==> src/rtl/qed_pkg.sv <==
// qed_pkg: shared state encoding and constants for the QED duplicate-mode controller
package qed_pkg;
  typedef enum logic [2:0] {IDLE, ORIG, DRAIN_O, DUP, DRAIN_D, CHECK} qed_state_t;
  localparam logic [31:0] QED_NOP = 32'h0000_0013;
endpackage

==> src/rtl/qed_watchdog.sv <==
// qed_watchdog: down-counter that flags a state held for TIMEOUT counted cycles
module qed_watchdog #(
  parameter int TIMEOUT = 255,
  parameter int W       = 8
) (
  input  logic clk,
  input  logic rst,
  input  logic clr,
  input  logic en,
  output logic expired
);
  logic [W-1:0] cnt;
  always_ff @(posedge clk)
    if (!rst || clr) cnt <= W'(TIMEOUT - 1);
    else if (en && cnt != '0) cnt <= cnt - W'(1);
  assign expired = en && cnt == '0;
endmodule

==> src/rtl/qed_dup_ctrl.sv <==
// qed_dup_ctrl: alternates original and duplicate instruction phases with drains, pair check and watchdog
module qed_dup_ctrl
  import qed_pkg::*;
#(
  parameter int DEPTH   = 16,
  parameter int CNT_W   = 5,
  parameter int TIMEOUT = 255
) (
  input  logic             clk,
  input  logic             rst,
  input  logic             ena,
  input  logic             stall_IF,
  input  logic [31:0]      ifu_qed_instruction,
  input  logic             vld_out,
  input  logic             pipe_empty,
  output logic             exec_dup,
  output logic             qed_check,
  output logic             qed_err,
  output logic [CNT_W-1:0] orig_cnt
);
  localparam int WD_W = $clog2(TIMEOUT + 1);
  localparam logic [CNT_W-1:0] FULL = CNT_W'(DEPTH);
  qed_state_t state, state_n;
  logic [CNT_W-1:0] orig_n, dup_rem, rem_n;
  logic err_n, accept, replay, watched, expired;
  assign accept = ena && !stall_IF && ifu_qed_instruction != QED_NOP && ifu_qed_instruction != '0;
  assign replay = vld_out && !stall_IF;
  assign watched = state inside {DRAIN_O, DUP, DRAIN_D};
  assign exec_dup = state == DUP;
  assign qed_check = state == CHECK;
  qed_watchdog #(.TIMEOUT(TIMEOUT), .W(WD_W)) u_wdog (
    .clk(clk),
    .rst(rst),
    .clr(state_n != state),
    .en(watched),
    .expired(expired)
  );
  always_comb begin
    state_n = state;
    orig_n = orig_cnt;
    rem_n = dup_rem;
    err_n = qed_err;
    if (watched && expired) begin
      state_n = IDLE;
      orig_n = '0;
      rem_n = '0;
      err_n = 1'b1;
    end else begin
      case (state)
        IDLE: begin
          state_n = ena ? ORIG : IDLE;
          orig_n = '0;
        end
        ORIG: begin
          if (!ena) state_n = orig_cnt == '0 ? IDLE : DRAIN_O;
          else if (accept && orig_cnt != FULL) begin
            orig_n = orig_cnt + CNT_W'(1);
            state_n = orig_n == FULL ? DRAIN_O : ORIG;
          end
        end
        DRAIN_O: if (pipe_empty) begin
          state_n = orig_cnt == '0 ? IDLE : DUP;
          rem_n = orig_cnt;
        end
        DUP: if (replay && dup_rem != '0) begin
          rem_n = dup_rem - CNT_W'(1);
          state_n = rem_n == '0 ? DRAIN_D : DUP;
        end
        DRAIN_D: state_n = pipe_empty ? CHECK : DRAIN_D;
        CHECK: begin
          state_n = ena ? ORIG : IDLE;
          orig_n = '0;
        end
        default: state_n = IDLE;
      endcase
    end
  end
  always_ff @(posedge clk)
    if (!rst) begin
      state <= IDLE;
      orig_cnt <= '0;
      dup_rem <= '0;
      qed_err <= 1'b0;
    end else begin
      state <= state_n;
      orig_cnt <= orig_n;
      dup_rem <= rem_n;
      qed_err <= err_n;
    end
endmodule

==> config.mk <==
export PLATFORM = sky130hd
export DESIGN_NAME = qed_dup_ctrl
export DESIGN_NICKNAME = d
export VERILOG_FILES = /design/src/rtl/qed_pkg.sv /design/src/rtl/qed_watchdog.sv /design/src/rtl/qed_dup_ctrl.sv
export SDC_FILE = /design/constraint.sdc
export NUM_CORES = 1
export LEC_CHECK = 0
export BUFFER_PORTS_ARGS = -buffer_cell sky130_fd_sc_hd__buf_2
export CAP_MARGIN = 15
export CORE_MARGIN = 10
export CORE_UTILIZATION = 50
export DETAILED_ROUTE_END_ITERATION = 16
export GPL_ROUTABILITY_DRIVEN = 0
export PLACE_DENSITY = 0.78
export SLEW_MARGIN = 25
export SYNTH_ARGS = -nofsm -noshare
export SYNTH_HDL_FRONTEND = slang
export SYNTH_HIERARCHICAL = 1
export SYNTH_SLANG_ARGS = --single-unit
==> constraint.sdc <==
create_clock -name clk -period 8.2 [get_ports clk]
set_clock_uncertainty 0.1 [all_clocks]
set_input_delay 1.64 -clock clk [delete_from_list [all_inputs] [get_ports clk]]
set_output_delay 1.64 -clock clk [all_outputs]
set_load 0.05 [all_outputs]
Word level (Yosys, flattened, before mapping):

Index checks and enable logic that the tools add are counted.

* reductions and logical operators: 26
* eq/ne operators: 13
* bitwise gates (word level): 1
* $add $sub $neg: 3
* multiplexer cells: 18

Operators with widths (number)
* 32-bit by 5-bit != test with 1-bit output (second input constant): 1
* 32-bit nonzero test: 1
* 5-bit two-way mux: 4
* 5-bit one-hot mux with 2 select lines: 2
* 3-bit two-way mux: 6
* 3-bit one-hot mux with 5 select lines: 1
* 5-bit zero test: 2
* 1-bit logical AND: 9
* 8-bit zero test: 1
* 8-bit nonzero test: 1
* 8-bit by 1-bit subtractor with 8-bit output (second input constant): 1
* 3-bit by 2-bit == test with 1-bit output (second input constant): 2
* 3-bit == test (second input constant): 2
* 2-bit two-way mux: 3
* 2-bit != test (second input constant): 3
* 3-bit AND reduction: 2
* 5-bit by 1-bit adder with 5-bit output (second input constant): 1
* 5-bit == test (second input constant): 1
* 5-bit != test (second input constant): 1
* 5-bit nonzero test: 1
* 5-bit by 1-bit subtractor with 5-bit output (second input constant): 1
* 2-bit nonzero test: 2
* 2-bit OR reduction: 2
* 3-bit by 1-bit == test with 1-bit output (second input constant): 1
* other kinds (8): 10

* word-level logic and storage cells: 66
* input port bits: 38
* register bits: 22
* output and inout bits: 8

Logic depth before layout (Yosys ltp):

Gate-level depths: netlist of the first run.

* depth in word-level cells: 11
* mapped depth: 13
* depth with buffers taken out: 12

By module:

Netlist of the first run, hierarchy kept.

By module, submodules not included
* qed_dup_ctrl: seq. area each 280.3 sq um, times used 1, cells an instance 147, area an instance 1143.6 sq um
* qed_watchdog: seq. area each 160.2 sq um, times used 1, cells an instance 48, area an instance 427.9 sq um

Worst setup path before layout of the first run:

Ideal clock, no wire load.

* kind: input to register
* from: in ifu_qed_instruction[3]
* to: reg u_wdog.cnt[1]
* slack: 4.733 ns
* data required time: 7.979 ns
* setup time: 0.121 ns
* arrival time: 3.246 ns
* buffers on the path: 0
* stages: 9
* cells stage by stage: nor4_1 > nand4_1 > nor4_1 > nor4_2 > o21ai_1 > nand4_1 > nor2b_1 > nand2_1 > mux2_2

* word-level cells in the longest chain between the ends: 10
* elaborated cells on any way between the ends: 11
* classes of those cells: eq/ne (2); mux (4); reduce/logical (5)

Ends and longest elaborated chain
* from (decl): RTL line qed_dup_ctrl.sv:13 `input logic [31:0] ifu_qed_instruction,`
* 32-bit by 5-bit != test with 1-bit output: RTL line qed_dup_ctrl.sv:26 `assign accept = ena && !stall_IF && ifu_qed_instruction != QED_NOP && ifu_qed_instruction != '0;`
* 1-bit logical AND: RTL line qed_dup_ctrl.sv:26
* 1-bit logical AND *: RTL line qed_dup_ctrl.sv:26
* 1-bit logical AND *: RTL line qed_dup_ctrl.sv:56 `else if (accept && orig_cnt != FULL) begin`
* 3-bit two-way mux *: RTL line qed_dup_ctrl.sv:56
* 3-bit two-way mux *: RTL line qed_dup_ctrl.sv:55 `if (!ena) state_n = orig_cnt == '0 ? IDLE : DRAIN_O;`
* 3-bit one-hot mux with 5 select lines *: RTL line qed_dup_ctrl.sv:49 `case (state)`
* 3-bit two-way mux *: RTL line qed_dup_ctrl.sv:43 `if (watched && expired) begin`
* 3-bit != test *: RTL line qed_dup_ctrl.sv:34 `.clr(state_n != state),`
* 1-bit logical OR *: RTL line qed_watchdog.sv:14 `if (!rst || clr) cnt <= W'(TIMEOUT - 1);`
* to (signal assigned): RTL line qed_watchdog.sv:14
* to (signal assigned): RTL line qed_watchdog.sv:15 `else if (en && cnt != '0) cnt <= cnt - W'(1);`
* to (decl): RTL line qed_watchdog.sv:12 `logic [W-1:0] cnt;`

Every way passes the cells marked *; elsewhere a longest branch is shown, timed or not.
A chain may end at the register's enable or synchronous reset.

Worst setup path after layout of the first run:

* from: reg state[2]
* to: reg u_wdog.cnt[1]

* word-level cells in the longest chain between the ends: 7
* elaborated cells on any way between the ends: 19
* classes of those cells: eq/ne (6); mux (6); reduce/logical (7)

Ends and longest elaborated chain
* from (decl): RTL line qed_dup_ctrl.sv:23 `qed_state_t state, state_n;`
* from (signal assigned): RTL line qed_dup_ctrl.sv:85 `state <= state_n;`
* 3-bit by 2-bit == test with 1-bit output or 3-bit == test (tied branches): RTL line qed_dup_ctrl.sv:28 `assign watched = state inside {DRAIN_O, DUP, DRAIN_D};`
* 3-bit nonzero test *: RTL line qed_dup_ctrl.sv:28
* named net watched: RTL line qed_dup_ctrl.sv:25 `logic err_n, accept, replay, watched, expired;`
* 1-bit logical AND *: RTL line qed_watchdog.sv:16 `assign expired = en && cnt == '0;`
* named net expired: RTL line qed_dup_ctrl.sv:25
* 1-bit logical AND *: RTL line qed_dup_ctrl.sv:43
* 3-bit two-way mux *: RTL line qed_dup_ctrl.sv:43
* 3-bit != test *: RTL line qed_dup_ctrl.sv:34
* 1-bit logical OR *: RTL line qed_watchdog.sv:14

Mark *: on every way through the listed nets, which the timed path passes. The rest lies on a longest branch.

==> impl_metrics.prom, run 1 <==
# TYPE chip_impl_metric gauge
chip_impl_info{name="outcome",value="finished clean"} 1
chip_impl_metric{name="post_syn_instances",unit=""} 195
chip_impl_metric{name="synthesized_flop_and_latch_total",unit=""} 22
chip_impl_metric{name="min_delay_path_depth",unit=""} 2
chip_impl_metric{name="post_drt_wl_per_cell",unit="µm"} 14.0
chip_impl_info{name="cpLargestDelayFamily",value="simple AND/OR/NAND/NOR gates"} 1
chip_impl_metric{name="grt_max_degree",unit=""} 14
chip_impl_metric{name="post_route_ant_nets",unit=""} 0
chip_impl_metric{name="clock_latency",unit="ps"} 310
chip_impl_metric{name="finalHoldWorstSlack",unit="ps"} 397
chip_impl_metric{name="syn_nets",unit=""} 238
chip_impl_metric{name="yosysWarnings",unit=""} 6
chip_impl_metric{name="cp.arrival",unit="ps"} 3750
chip_impl_metric{name="drt_wl_total",unit="mm"} 3.91
chip_impl_metric{name="r2r.worst_path.cells",unit=""} 12
chip_impl_metric{name="syn_area_per_cell",unit="µm²"} 8.06
chip_impl_metric{name="dp_hpwl",unit="mm"} 3.06
chip_impl_metric{name="drt-initial-drc-count",unit=""} 137
chip_impl_metric{name="ys_types",unit=""} 57
chip_impl_info{name="final_cell_mix",value="sky130_fd_sc_hd__buf_2 (45), sky130_fd_sc_hd__dfxtp_1 (22), sky130_fd_sc_hd__nand2_1 (19), sky130_fd_sc_hd__a21oi_1 (14), sky130_fd_sc_hd__nor2_1 (11)"} 1
chip_impl_metric{name="insertedDiodeCount",unit=""} 0
chip_impl_metric{name="max_cap_violations",unit=""} 0
chip_impl_info{name="tritoncts",value="built"} 1
chip_impl_metric{name="floorplan.initialDensity",unit="%"} 51.9
chip_impl_info{name="mostFrequentLayoutCell",value="sky130_fd_sc_hd__buf_2"} 1
chip_impl_info{name="setup.worst_path.end_class",value="flop"} 1
chip_impl_metric{name="max_slew_margin",unit="%"} 35.6
chip_impl_metric{name="dieArea",unit="µm²"} 5790
chip_impl_metric{name="cts_hold_bufs",unit=""} 0
chip_impl_metric{name="drt-vias-per-instance",unit=""} 5.75
chip_impl_metric{name="power-per-cell-area",unit="nW/µm²"} 120
chip_impl_info{name="kind_of_start_point_of_the_critical_path",value="flop"} 1
chip_impl_info{name="cell_at_the_slowest_stage_of_the_critical_path",value="sky130_fd_sc_hd__or4bb_2"} 1
chip_impl_metric{name="grt_pass1_vias",unit=""} 1588
chip_impl_metric{name="time_the_worst_path_needs_with_i_o_delays_and_setup",unit="ps"} 3640
chip_impl_metric{name="core_region_area",unit="µm²"} 3030
chip_impl_metric{name="dieWidth",unit="µm"} 76.1
chip_impl_metric{name="reg2reg_slack",unit="ps"} 4560
chip_impl_metric{name="worst-slew-pin-transition",unit="ps"} 958
chip_impl_metric{name="routed-via-count",unit=""} 1611
chip_impl_metric{name="ys_seq_area_share",unit="%"} 28.0
chip_impl_metric{name="netlist_area",unit="µm²"} 1570
chip_impl_metric{name="final_layout_size_suffix_gt1_share",unit="%"} 27.1
chip_impl_metric{name="grt_remaining_overflow",unit=""} 0
chip_impl_metric{name="post_cts_buffers",unit=""} 0
chip_impl_info{name="clk_root_buffer_cell",value="sky130_fd_sc_hd__clkbuf_4"} 1
chip_impl_metric{name="area_growth",unit="%"} 18.2
chip_impl_info{name="rsz_0062_raised_after_global_routing",value="no"} 1
chip_impl_metric{name="port_buffers",unit=""} 45
chip_impl_metric{name="highest_achievable_clock_rate",unit="MHz"} 275
chip_impl_metric{name="place_worst_setup_slack",unit="ps"} 4310
chip_impl_metric{name="ir_worst_vdd",unit="mV"} 0.0855
chip_impl_info{name="timing_worst_setup_path_type",value="flop to flop"} 1
chip_impl_metric{name="drv_slew",unit=""} 0
chip_impl_metric{name="path_max_fanout",unit=""} 11
chip_impl_metric{name="clk_transition_reported_paths",unit="ps"} 130
chip_impl_metric{name="crit_cells",unit=""} 12
chip_impl_metric{name="drt_pre_antenna_iters",unit=""} 4
chip_impl_metric{name="async_reset_ff_share",unit="%"} 0
chip_impl_metric{name="io-pin-count",unit=""} 46
chip_impl_metric{name="floorplan.die.height",unit="µm"} 76.1
chip_impl_metric{name="globalRouteTotalUtil",unit="%"} 13.0
chip_impl_metric{name="global_route_wire_length_before_repair",unit="mm"} 6.72
chip_impl_metric{name="p_leak",unit="nW"} 0.676
chip_impl_metric{name="cts_max_level",unit=""} 1
chip_impl_metric{name="edff_count_synth",unit=""} 0
chip_impl_info{name="cp_cell_sequence",value="nor2b_1 > nand2b_1 > nand2_1 > or4bb_2 > nor2_1 > nand2_1 > and3_1 > o22ai_1 > nand4_1 > nor2b_1 > nand2_1 > mux2_2"} 1
chip_impl_metric{name="clk_path_buf_depth",unit=""} 2
chip_impl_metric{name="postLayoutSetupSlackWorst",unit="ps"} 4560
chip_impl_metric{name="finalHoldViolations",unit=""} 0
chip_impl_metric{name="clock_sink_count",unit=""} 22
chip_impl_metric{name="finish.net_count",unit=""} 280
chip_impl_metric{name="fp-row-count",unit=""} 20
chip_impl_info{name="worst_path_most_repeated_cell",value="sky130_fd_sc_hd__nand2_1"} 1
chip_impl_metric{name="crit_required",unit="ps"} 8320
chip_impl_metric{name="finalSetupViolCount",unit=""} 0
chip_impl_info{name="min-delay-path-class",value="flop to flop"} 1
chip_impl_metric{name="layout_worst_path_cycle_share",unit="%"} 44.3
chip_impl_metric{name="cp_bufs_invs",unit=""} 0
chip_impl_metric{name="cp_slowest_stage_delay",unit="ps"} 620
chip_impl_metric{name="cts-resized-gates",unit=""} 0
chip_impl_metric{name="cts_inserted_buffers",unit=""} 3
chip_impl_metric{name="drc_errors",unit=""} 0
chip_impl_metric{name="n_fill_cell",unit=""} 270
chip_impl_metric{name="setup_tns",unit="ps"} 0
chip_impl_metric{name="grt_antenna_before_repair",unit=""} 0
chip_impl_info{name="dominantRegCellSynth",value="sky130_fd_sc_hd__dfxtp_1"} 1
[logic make-up after synthesis]
family                   share of synthesized area (%)
adder cells (fa/ha/maj)                           3.98
buffers and inverters                             5.17
XOR/XNOR                                         0.557
flip-flops                                        28.0
AO/OA/AOI/OAI                                     23.6
multiplexers                                      2.71
AND/OR/NAND/NOR                                   36.0
[metrics by stage]
step / total power [mW] / util [%] / instances / cell area (µm²)
3_3_place_gp: 0.140 / 59.6 / 276 / 1800
4_1_cts: 0.225 / 61.3 / 280 / 1860
2_1_floorplan: 0.128 / - / 195 / 1570
6_report: 0.223 / 61.3 / 280 / 1860
3_5_place_dp: 0.141 / 59.6 / 276 / 1800
5_1_grt: 0.233 / 61.3 / 280 / 1860
[cell type report]
class | instances | area, µm² | share of cell area, %
clock buffers | 3 | 22.5 | 1.21
clock inverters | 1 | 30.0 | 1.62
inverters | 9 | 33.8 | 1.82
multi-input cells | 156 | 1050 | 56.5
flip-flops and latches | 22 | 440 | 23.7
well taps | 44 | 55.1 | 2.96
repair buffers | 45 | 225 | 12.1
[per-layer routing]
layer  global-route usage [%]  up-vias  share of wire (%)
met5                        0        -                  0
met4                     3.53        0               0.33
met3                     6.25        2                 11
met2                     19.8       65                 42
met1                     16.0      722                 47
li1                         -      822                  -
[report_power, final]
| group | internal [mW] | leakage, nW | switching [mW] |
|---|---|---|---|
| sequential | 0.108 | 0.178 | 0.00184 |
| clock | 0.0494 | 0.0279 | 0.0351 |
| combinational | 0.0140 | 0.470 | 0.0150 |
[synthesized netlist by cell type, drive strengths merged, types with 4 or more instances]
master	n	area share [%]
ha	5	4.0
nand3	5	1.6
nor2	11	2.6
nand2b	5	2.0
dfxtp	22	28
o21ai	10	3.2
a21oi	14	4.5
buf	7	2.8
o31ai	4	1.9
inv	9	2.1
nor4	9	5.2
nor3	9	3.2
nand2	19	4.5
nor2b	8	3.2
[registers in the layout, summed over array words and instances, names as in the netlist]
name,count
dup_rem,5
state,3
orig_cnt,5
u_wdog/cnt,8
qed_err,1
[worst min-delay path, cell delays in order (launching register included)]
cell,delay [ps]
sky130_fd_sc_hd__dfxtp_1,350
sky130_fd_sc_hd__nand2_1,60
sky130_fd_sc_hd__mux2i_1,60
[worst paths after layout]
path                               from                          to
max                 state[2]$_SDFF_PN0_  u_wdog/cnt[1]$_SDFFE_PP1P_
min          u_wdog/cnt[0]$_SDFFE_PP0P_  u_wdog/cnt[0]$_SDFFE_PP0P_
max reg2reg         state[2]$_SDFF_PN0_  u_wdog/cnt[1]$_SDFFE_PP1P_
min reg2reg  u_wdog/cnt[0]$_SDFFE_PP0P_  u_wdog/cnt[0]$_SDFFE_PP0P_
Note: power is estimated with default switching activity, not from simulation.
==> run 2: changes to the inputs <==
--- a/config.mk
+++ b/config.mk
@@ -8,10 +8,10 @@
 export BUFFER_PORTS_ARGS = -buffer_cell sky130_fd_sc_hd__buf_2
 export CAP_MARGIN = 15
 export CORE_MARGIN = 10
-export CORE_UTILIZATION = 50
+export CORE_UTILIZATION = 46
 export DETAILED_ROUTE_END_ITERATION = 16
 export GPL_ROUTABILITY_DRIVEN = 0
-export PLACE_DENSITY = 0.78
+export PLACE_DENSITY = 0.75
 export SLEW_MARGIN = 25
 export SYNTH_ARGS = -nofsm -noshare
 export SYNTH_HDL_FRONTEND = slang
==> constraint.sdc (replaced) <==
create_clock -name clk -period 3.27 [get_ports clk]
set_clock_uncertainty 0.1 [all_clocks]
set_input_delay 0.654 -clock clk [delete_from_list [all_inputs] [get_ports clk]]
set_output_delay 0.654 -clock clk [all_outputs]
set_load 0.05 [all_outputs]
==> run 2 against run 1 <==
  * Clock power is 88% higher
  * Via count is 3.3% higher
  * Sequential share of layout area is 0.30 points lower
  * Global-route usage is 0.34 points lower
  * Critical endpoint unchanged
==> impl_metrics.prom, run 2 (synthesis gave the netlist of run 1 again) <==
# TYPE chip_impl_metric gauge
chip_impl_metric{name="drt_pre_antenna_iters",unit=""} 4
chip_impl_metric{name="finish.net_count",unit=""} 285
chip_impl_info{name="cell_at_the_slowest_stage_of_the_critical_path",value="sky130_fd_sc_hd__or4bb_2"} 1
chip_impl_metric{name="area_growth",unit="%"} 19.7
chip_impl_metric{name="post_drt_wl_per_cell",unit="µm"} 13.8
chip_impl_metric{name="dieArea",unit="µm²"} 6150
chip_impl_metric{name="time_the_worst_path_needs_with_i_o_delays_and_setup",unit="ps"} 3010
chip_impl_metric{name="globalRouteTotalUtil",unit="%"} 12.7
chip_impl_metric{name="post_cts_buffers",unit=""} 0
chip_impl_metric{name="multiInputGateArea",unit="µm²"} 1050
chip_impl_metric{name="max_slew_margin",unit="%"} 35.2
chip_impl_metric{name="clock_sink_count",unit=""} 22
chip_impl_metric{name="drv_slew",unit=""} 0
chip_impl_metric{name="power-per-cell-area",unit="nW/µm²"} 272
chip_impl_metric{name="post_route_ant_nets",unit=""} 0
chip_impl_metric{name="power.total",unit="mW"} 0.511
chip_impl_metric{name="fp-row-count",unit=""} 21
chip_impl_metric{name="p_leak",unit="nW"} 0.696
chip_impl_metric{name="clk_transition_reported_paths",unit="ps"} 120
chip_impl_metric{name="finalSetupViolCount",unit=""} 0
chip_impl_metric{name="path_max_fanout",unit=""} 6
chip_impl_metric{name="core_region_area",unit="µm²"} 3310
chip_impl_metric{name="regArea",unit="µm²"} 440
chip_impl_metric{name="finalHoldViolations",unit=""} 0
chip_impl_metric{name="io-pin-count",unit=""} 46
chip_impl_info{name="tritoncts",value="built"} 1
chip_impl_metric{name="global_route_wire_length_before_repair",unit="mm"} 6.79
chip_impl_metric{name="cts_inserted_buffers",unit=""} 3
chip_impl_metric{name="grt_max_degree",unit=""} 13
chip_impl_metric{name="port_buffers",unit=""} 45
chip_impl_metric{name="dieWidth",unit="µm"} 78.5
chip_impl_info{name="final_cell_mix",value="sky130_fd_sc_hd__buf_2 (45), sky130_fd_sc_hd__dfxtp_1 (22), sky130_fd_sc_hd__nand2_1 (19), sky130_fd_sc_hd__a21oi_1 (14), sky130_fd_sc_hd__nor2_1 (11)"} 1
chip_impl_metric{name="clk_path_buf_depth",unit=""} 2
chip_impl_metric{name="grt_remaining_overflow",unit=""} 0
chip_impl_info{name="setup.worst_path.end_class",value="flop"} 1
chip_impl_metric{name="layout_worst_path_cycle_share",unit="%"} 92.0
chip_impl_metric{name="drc_errors",unit=""} 0
chip_impl_info{name="rsz_0062_raised_after_global_routing",value="no"} 1
chip_impl_info{name="cp_cell_sequence",value="inv_1 > ha_1 > or4bb_2 > nor2_1 > nand2_1 > and3_1 > o22ai_1 > nand4_1 > nor2b_1 > nand2_1 > mux2_2"} 1
chip_impl_metric{name="clock_latency",unit="ps"} 320
chip_impl_metric{name="drt-initial-drc-count",unit=""} 110
chip_impl_metric{name="drt_wl_total",unit="mm"} 3.97
chip_impl_metric{name="cp.arrival",unit="ps"} 3130
chip_impl_metric{name="grt_pass1_vias",unit=""} 1629
chip_impl_metric{name="highest_achievable_clock_rate",unit="MHz"} 332
chip_impl_metric{name="finalHoldWorstSlack",unit="ps"} 394
chip_impl_metric{name="crit_required",unit="ps"} 3390
chip_impl_info{name="top_regs",value="u_wdog/cnt x8, dup_rem x5, orig_cnt x5"} 1
chip_impl_info{name="kind_of_start_point_of_the_critical_path",value="flop"} 1
chip_impl_metric{name="setup_tns",unit="ps"} 0
chip_impl_metric{name="dp_hpwl",unit="mm"} 3.13
chip_impl_info{name="timing_worst_setup_path_type",value="flop to flop"} 1
chip_impl_metric{name="postLayoutSetupSlackWorst",unit="ps"} 261
chip_impl_metric{name="place_worst_setup_slack",unit="ps"} 301
chip_impl_metric{name="grt_antenna_before_repair",unit=""} 0
chip_impl_metric{name="max_cap_violations",unit=""} 0
chip_impl_metric{name="floorplan.initialDensity",unit="%"} 47.5
chip_impl_info{name="registers.top_by_ff_count",value="u_wdog/cnt"} 1
chip_impl_metric{name="drt-vias-per-instance",unit=""} 5.80
chip_impl_metric{name="cts_hold_bufs",unit=""} 0
chip_impl_metric{name="number_of_flip_flops_under_the_largest_register_name",unit=""} 8
chip_impl_metric{name="cp_slowest_stage_delay",unit="ps"} 690
chip_impl_info{name="clk_root_buffer_cell",value="sky130_fd_sc_hd__clkbuf_4"} 1
chip_impl_metric{name="routed-via-count",unit=""} 1664
chip_impl_info{name="min-delay-path-class",value="flop to flop"} 1
chip_impl_metric{name="ir_worst_vdd",unit="mV"} 0.122
chip_impl_metric{name="floorplan.die.height",unit="µm"} 78.5
chip_impl_info{name="mostFrequentLayoutCell",value="sky130_fd_sc_hd__buf_2"} 1
chip_impl_metric{name="cts_max_level",unit=""} 1
chip_impl_metric{name="worst-slew-pin-transition",unit="ps"} 964
chip_impl_metric{name="cts-resized-gates",unit=""} 0
chip_impl_metric{name="final_layout_size_suffix_gt1_share",unit="%"} 28.6
chip_impl_info{name="worst_path_most_repeated_cell",value="sky130_fd_sc_hd__nand2_1"} 1
chip_impl_metric{name="n_fill_cell",unit=""} 342
chip_impl_metric{name="insertedDiodeCount",unit=""} 0
chip_impl_info{name="outcome",value="finished clean"} 1
==> run 2: cell types whose count changed in the layout (fill, tap and decap cells not counted), sizes merged <==
cell    change
buf         +5
clkbuf      +1
bufinv      -1
==> run 2: final timing paths <==
| kind | from | to | slack (ps) | depth (start not counted) |
|---|---|---|---|---|
| setup / recovery | u_wdog/cnt[0]$_SDFFE_PP0P_ | u_wdog/cnt[1]$_SDFFE_PP1P_ | 260 | 11 |
| hold / removal | u_wdog/cnt[0]$_SDFFE_PP0P_ | u_wdog/cnt[0]$_SDFFE_PP0P_ | 390 | 2 |
| setup reg to reg | u_wdog/cnt[0]$_SDFFE_PP0P_ | u_wdog/cnt[1]$_SDFFE_PP1P_ | 260 | 11 |
| hold reg to reg | u_wdog/cnt[0]$_SDFFE_PP0P_ | u_wdog/cnt[0]$_SDFFE_PP0P_ | 390 | 2 |
==> run 2: area by class of cell <==
type	count	share of cell area [%]
repair buffers	50	14.0
multi-input cells	156	55.8
inverters	9	1.80
flip-flops and latches	22	23.4
clock buffers	4	1.93
well taps	46	3.06
==> run 2: metrics by stage <==
step | area (µm²) | utilization [%] | std cells
floorplan | 1570 | - | 195
global placement | 1840 | 55.7 | 283
detailed placement | 1840 | 55.7 | 283
CTS | 1880 | 56.8 | 287
global route | 1880 | 56.8 | 287
finish | 1880 | 56.8 | 287
==> run 2: per-layer routing <==
metal / share of wire, % / track usage [%]
met2: 43 / 19.6
met4: 1.2 / 5.20
met3: 8.2 / 3.99
met5: 0 / 0
met1: 47 / 16.0
==> run 2: power breakdown <==
group	internal, mW	switching (mW)
Sequential	0.270	0.00204
Combinational	0.0384	0.0414
Clock	0.0681	0.0910
Total	0.377	0.134
==> run 2: worst max-delay path, delay by kind of cell, from the launching register on <==
| family | cells | cell delay [ps] |
|---|---|---|
| multiplexers | 1 | 260 |
| AO/OA/AOI/OAI | 1 | 160 |
| buffers and inverters | 1 | 80 |
| flip-flops | 1 | 350 |
| AND/OR/NAND/NOR | 7 | 1730 |
| adder cells (fa/ha/maj) | 1 | 240 |
==> run 3: changes to the inputs <==
--- a/config.mk
+++ b/config.mk
@@ -8,10 +8,10 @@
 export BUFFER_PORTS_ARGS = -buffer_cell sky130_fd_sc_hd__buf_2
 export CAP_MARGIN = 15
 export CORE_MARGIN = 10
-export CORE_UTILIZATION = 46
+export CORE_UTILIZATION = 50
 export DETAILED_ROUTE_END_ITERATION = 16
 export GPL_ROUTABILITY_DRIVEN = 0
-export PLACE_DENSITY = 0.75
+export PLACE_DENSITY = 0.78
 export SLEW_MARGIN = 25
 export SYNTH_ARGS = -nofsm -noshare
 export SYNTH_HDL_FRONTEND = slang
==> constraint.sdc (replaced) <==
create_clock -name clk -period 3.4 [get_ports clk]
set_clock_uncertainty 0.1 [all_clocks]
set_input_delay 0.68 -clock clk [delete_from_list [all_inputs] [get_ports clk]]
set_output_delay 0.68 -clock clk [all_outputs]
set_load 0.05 [all_outputs]
==> run 3 against run 2 <==
  * Die area down 6.0%
  * Critical path depth up 1
  * Critical path type unchanged
  * Sequential cell count unchanged
  * Critical endpoint unchanged
  * Largest power group unchanged
  * Largest cell class unchanged
==> impl_metrics.prom, run 3 (synthesis gave the netlist of run 1 again) <==
# TYPE chip_impl_metric gauge
chip_impl_info{name="outcome",value="finished clean"} 1
chip_impl_metric{name="insertedDiodeCount",unit=""} 0
chip_impl_metric{name="number_of_flip_flops_under_the_largest_register_name",unit=""} 8
chip_impl_info{name="mostFrequentLayoutCell",value="sky130_fd_sc_hd__buf_2"} 1
chip_impl_info{name="final_cell_mix",value="sky130_fd_sc_hd__buf_2 (45), sky130_fd_sc_hd__dfxtp_1 (22), sky130_fd_sc_hd__nand2_1 (19), sky130_fd_sc_hd__a21oi_1 (14), sky130_fd_sc_hd__nor2_1 (11)"} 1
chip_impl_metric{name="clock_latency",unit="ps"} 320
chip_impl_metric{name="power.total",unit="mW"} 0.546
chip_impl_metric{name="routed-via-count",unit=""} 1650
chip_impl_info{name="timing_worst_setup_path_type",value="flop to flop"} 1
chip_impl_metric{name="time_the_worst_path_needs_with_i_o_delays_and_setup",unit="ps"} 3110
chip_impl_metric{name="p_leak",unit="nW"} 0.702
chip_impl_metric{name="drt_pre_antenna_iters",unit=""} 4
chip_impl_metric{name="drt-initial-drc-count",unit=""} 120
chip_impl_metric{name="setup_tns",unit="ps"} 0
chip_impl_metric{name="cts-resized-gates",unit=""} 0
chip_impl_metric{name="port_buffers",unit=""} 45
chip_impl_metric{name="cp_slowest_stage_delay",unit="ps"} 610
chip_impl_metric{name="grt_antenna_before_repair",unit=""} 0
chip_impl_metric{name="area_growth",unit="%"} 20.4
chip_impl_metric{name="dp_hpwl",unit="mm"} 3.12
chip_impl_metric{name="max_slew_margin",unit="%"} 62.1
chip_impl_metric{name="post_route_ant_nets",unit=""} 0
chip_impl_info{name="worst_path_most_repeated_cell",value="sky130_fd_sc_hd__nand2_1"} 1
chip_impl_metric{name="drv_slew",unit=""} 0
chip_impl_metric{name="finalSetupViolCount",unit=""} 0
chip_impl_metric{name="highest_achievable_clock_rate",unit="MHz"} 321
chip_impl_metric{name="cts_inserted_buffers",unit=""} 3
chip_impl_info{name="tritoncts",value="built"} 1
chip_impl_metric{name="floorplan.initialDensity",unit="%"} 51.9
chip_impl_info{name="rsz_0062_raised_after_global_routing",value="no"} 1
chip_impl_metric{name="cp_bufs_invs",unit=""} 0
chip_impl_metric{name="clk_transition_reported_paths",unit="ps"} 140
chip_impl_metric{name="dieWidth",unit="µm"} 76.1
chip_impl_metric{name="worst-slew-pin-transition",unit="ps"} 565
chip_impl_metric{name="io-pin-count",unit=""} 46
chip_impl_metric{name="final_layout_size_suffix_gt1_share",unit="%"} 28.7
chip_impl_metric{name="drt-vias-per-instance",unit=""} 5.81
chip_impl_info{name="cp_cell_sequence",value="nor2b_1 > nand2b_1 > nand2_1 > or4bb_2 > nor2_1 > nand2_1 > and3_1 > o22ai_1 > nand4_1 > nor2b_1 > nand2_1 > mux2_2"} 1
chip_impl_metric{name="crit_required",unit="ps"} 3530
chip_impl_info{name="kind_of_start_point_of_the_critical_path",value="flop"} 1
chip_impl_metric{name="grt_pass1_vias",unit=""} 1596
chip_impl_metric{name="post_drt_wl_per_cell",unit="µm"} 14.5
chip_impl_info{name="cpLargestDelayFamily",value="simple AND/OR/NAND/NOR gates"} 1
chip_impl_metric{name="dieArea",unit="µm²"} 5790
chip_impl_metric{name="finish.net_count",unit=""} 284
chip_impl_metric{name="path_max_fanout",unit=""} 11
chip_impl_info{name="min-delay-path-class",value="flop to flop"} 1
chip_impl_metric{name="ir_worst_vdd",unit="mV"} 0.175
chip_impl_metric{name="globalRouteTotalUtil",unit="%"} 13.4
chip_impl_metric{name="post_cts_buffers",unit=""} 0
chip_impl_metric{name="global_route_wire_length_before_repair",unit="mm"} 6.89
chip_impl_info{name="cell_at_the_slowest_stage_of_the_critical_path",value="sky130_fd_sc_hd__or4bb_2"} 1
chip_impl_metric{name="power-per-cell-area",unit="nW/µm²"} 289
chip_impl_info{name="registers.top_by_ff_count",value="u_wdog/cnt"} 1
chip_impl_info{name="top_regs",value="u_wdog/cnt x8, dup_rem x5, orig_cnt x5"} 1
chip_impl_metric{name="max_cap_violations",unit=""} 0
chip_impl_metric{name="grt_remaining_overflow",unit=""} 0
chip_impl_metric{name="floorplan.die.height",unit="µm"} 76.1
chip_impl_metric{name="drt_wl_total",unit="mm"} 4.11
chip_impl_metric{name="cts_hold_bufs",unit=""} 0
chip_impl_info{name="clk_root_buffer_cell",value="sky130_fd_sc_hd__clkbuf_4"} 1
chip_impl_metric{name="reg2reg_slack",unit="ps"} 290
chip_impl_metric{name="finalHoldViolations",unit=""} 0
chip_impl_metric{name="clk_path_buf_depth",unit=""} 2
chip_impl_metric{name="clock_sink_count",unit=""} 22
chip_impl_metric{name="drc_errors",unit=""} 0
chip_impl_metric{name="cp.arrival",unit="ps"} 3240
chip_impl_metric{name="core_region_area",unit="µm²"} 3030
chip_impl_info{name="setup.worst_path.end_class",value="flop"} 1
chip_impl_metric{name="grt_max_degree",unit=""} 14
chip_impl_metric{name="cts_max_level",unit=""} 1
chip_impl_metric{name="layout_worst_path_cycle_share",unit="%"} 91.6
chip_impl_metric{name="fp-row-count",unit=""} 20
## run 3: through the flow
step / cell area, µm² / util, % / hold WS, ps / std cells / setup slack, ps
6_report: 1890 / 62.5 / 396 / 284 / 287
2_1_floorplan: 1570 / - / 348 / 195 / 334
3_3_place_gp: 1830 / 60.6 / 374 / 280 / 445
3_5_place_dp: 1830 / 60.6 / 383 / 280 / 333
5_1_grt: 1890 / 62.5 / 445 / 284 / 56.4
4_1_cts: 1890 / 62.3 / 401 / 284 / 317
## run 3: report_power, final
part	internal, mW	switching, mW	total (mW)
Combinational	0.0358	0.0380	0.0738
Clock	0.119	0.0893	0.209
Sequential	0.260	0.00399	0.264
## run 3: worst paths after layout
path                              start                         end  cells past startpoint
max reg2reg         state[0]$_SDFF_PN0_  u_wdog/cnt[1]$_SDFFE_PP1P_                     12
max                 state[0]$_SDFF_PN0_  u_wdog/cnt[1]$_SDFFE_PP1P_                     12
min reg2reg  u_wdog/cnt[0]$_SDFFE_PP0P_  u_wdog/cnt[0]$_SDFFE_PP0P_                      2
min          u_wdog/cnt[0]$_SDFFE_PP0P_  u_wdog/cnt[0]$_SDFFE_PP0P_                      2
## run 3: metal layers
| layer | vias up | track usage (%) | wire, µm |
|---|---|---|---|
| met3 | 4 | 6.25 | 443 |
| met2 | 67 | 20.8 | 1760 |
| li1 | 831 | - | - |
| met5 | - | 0 | 0 |
| met1 | 748 | 16.4 | 1880 |
| met4 | 0 | 2.79 | 28 |
## run 3: layout make-up
| class | count | area (µm²) |
|---|---|---|
| multi-input cells | 156 | 1050 |
| flip-flops and latches | 22 | 440 |
| well taps | 44 | 55.1 |
| fillers | 286 | 1140 |
| inverters | 9 | 33.8 |
| clock inverters | 1 | 30.0 |
| clock buffers | 3 | 22.5 |
| repair buffers | 49 | 255 |
## run 3: worst min-delay path, stage by stage (launching register included)
cell and delay (ps):
sky130_fd_sc_hd__dfxtp_1 350, sky130_fd_sc_hd__nand2_1 60, sky130_fd_sc_hd__mux2i_1 60
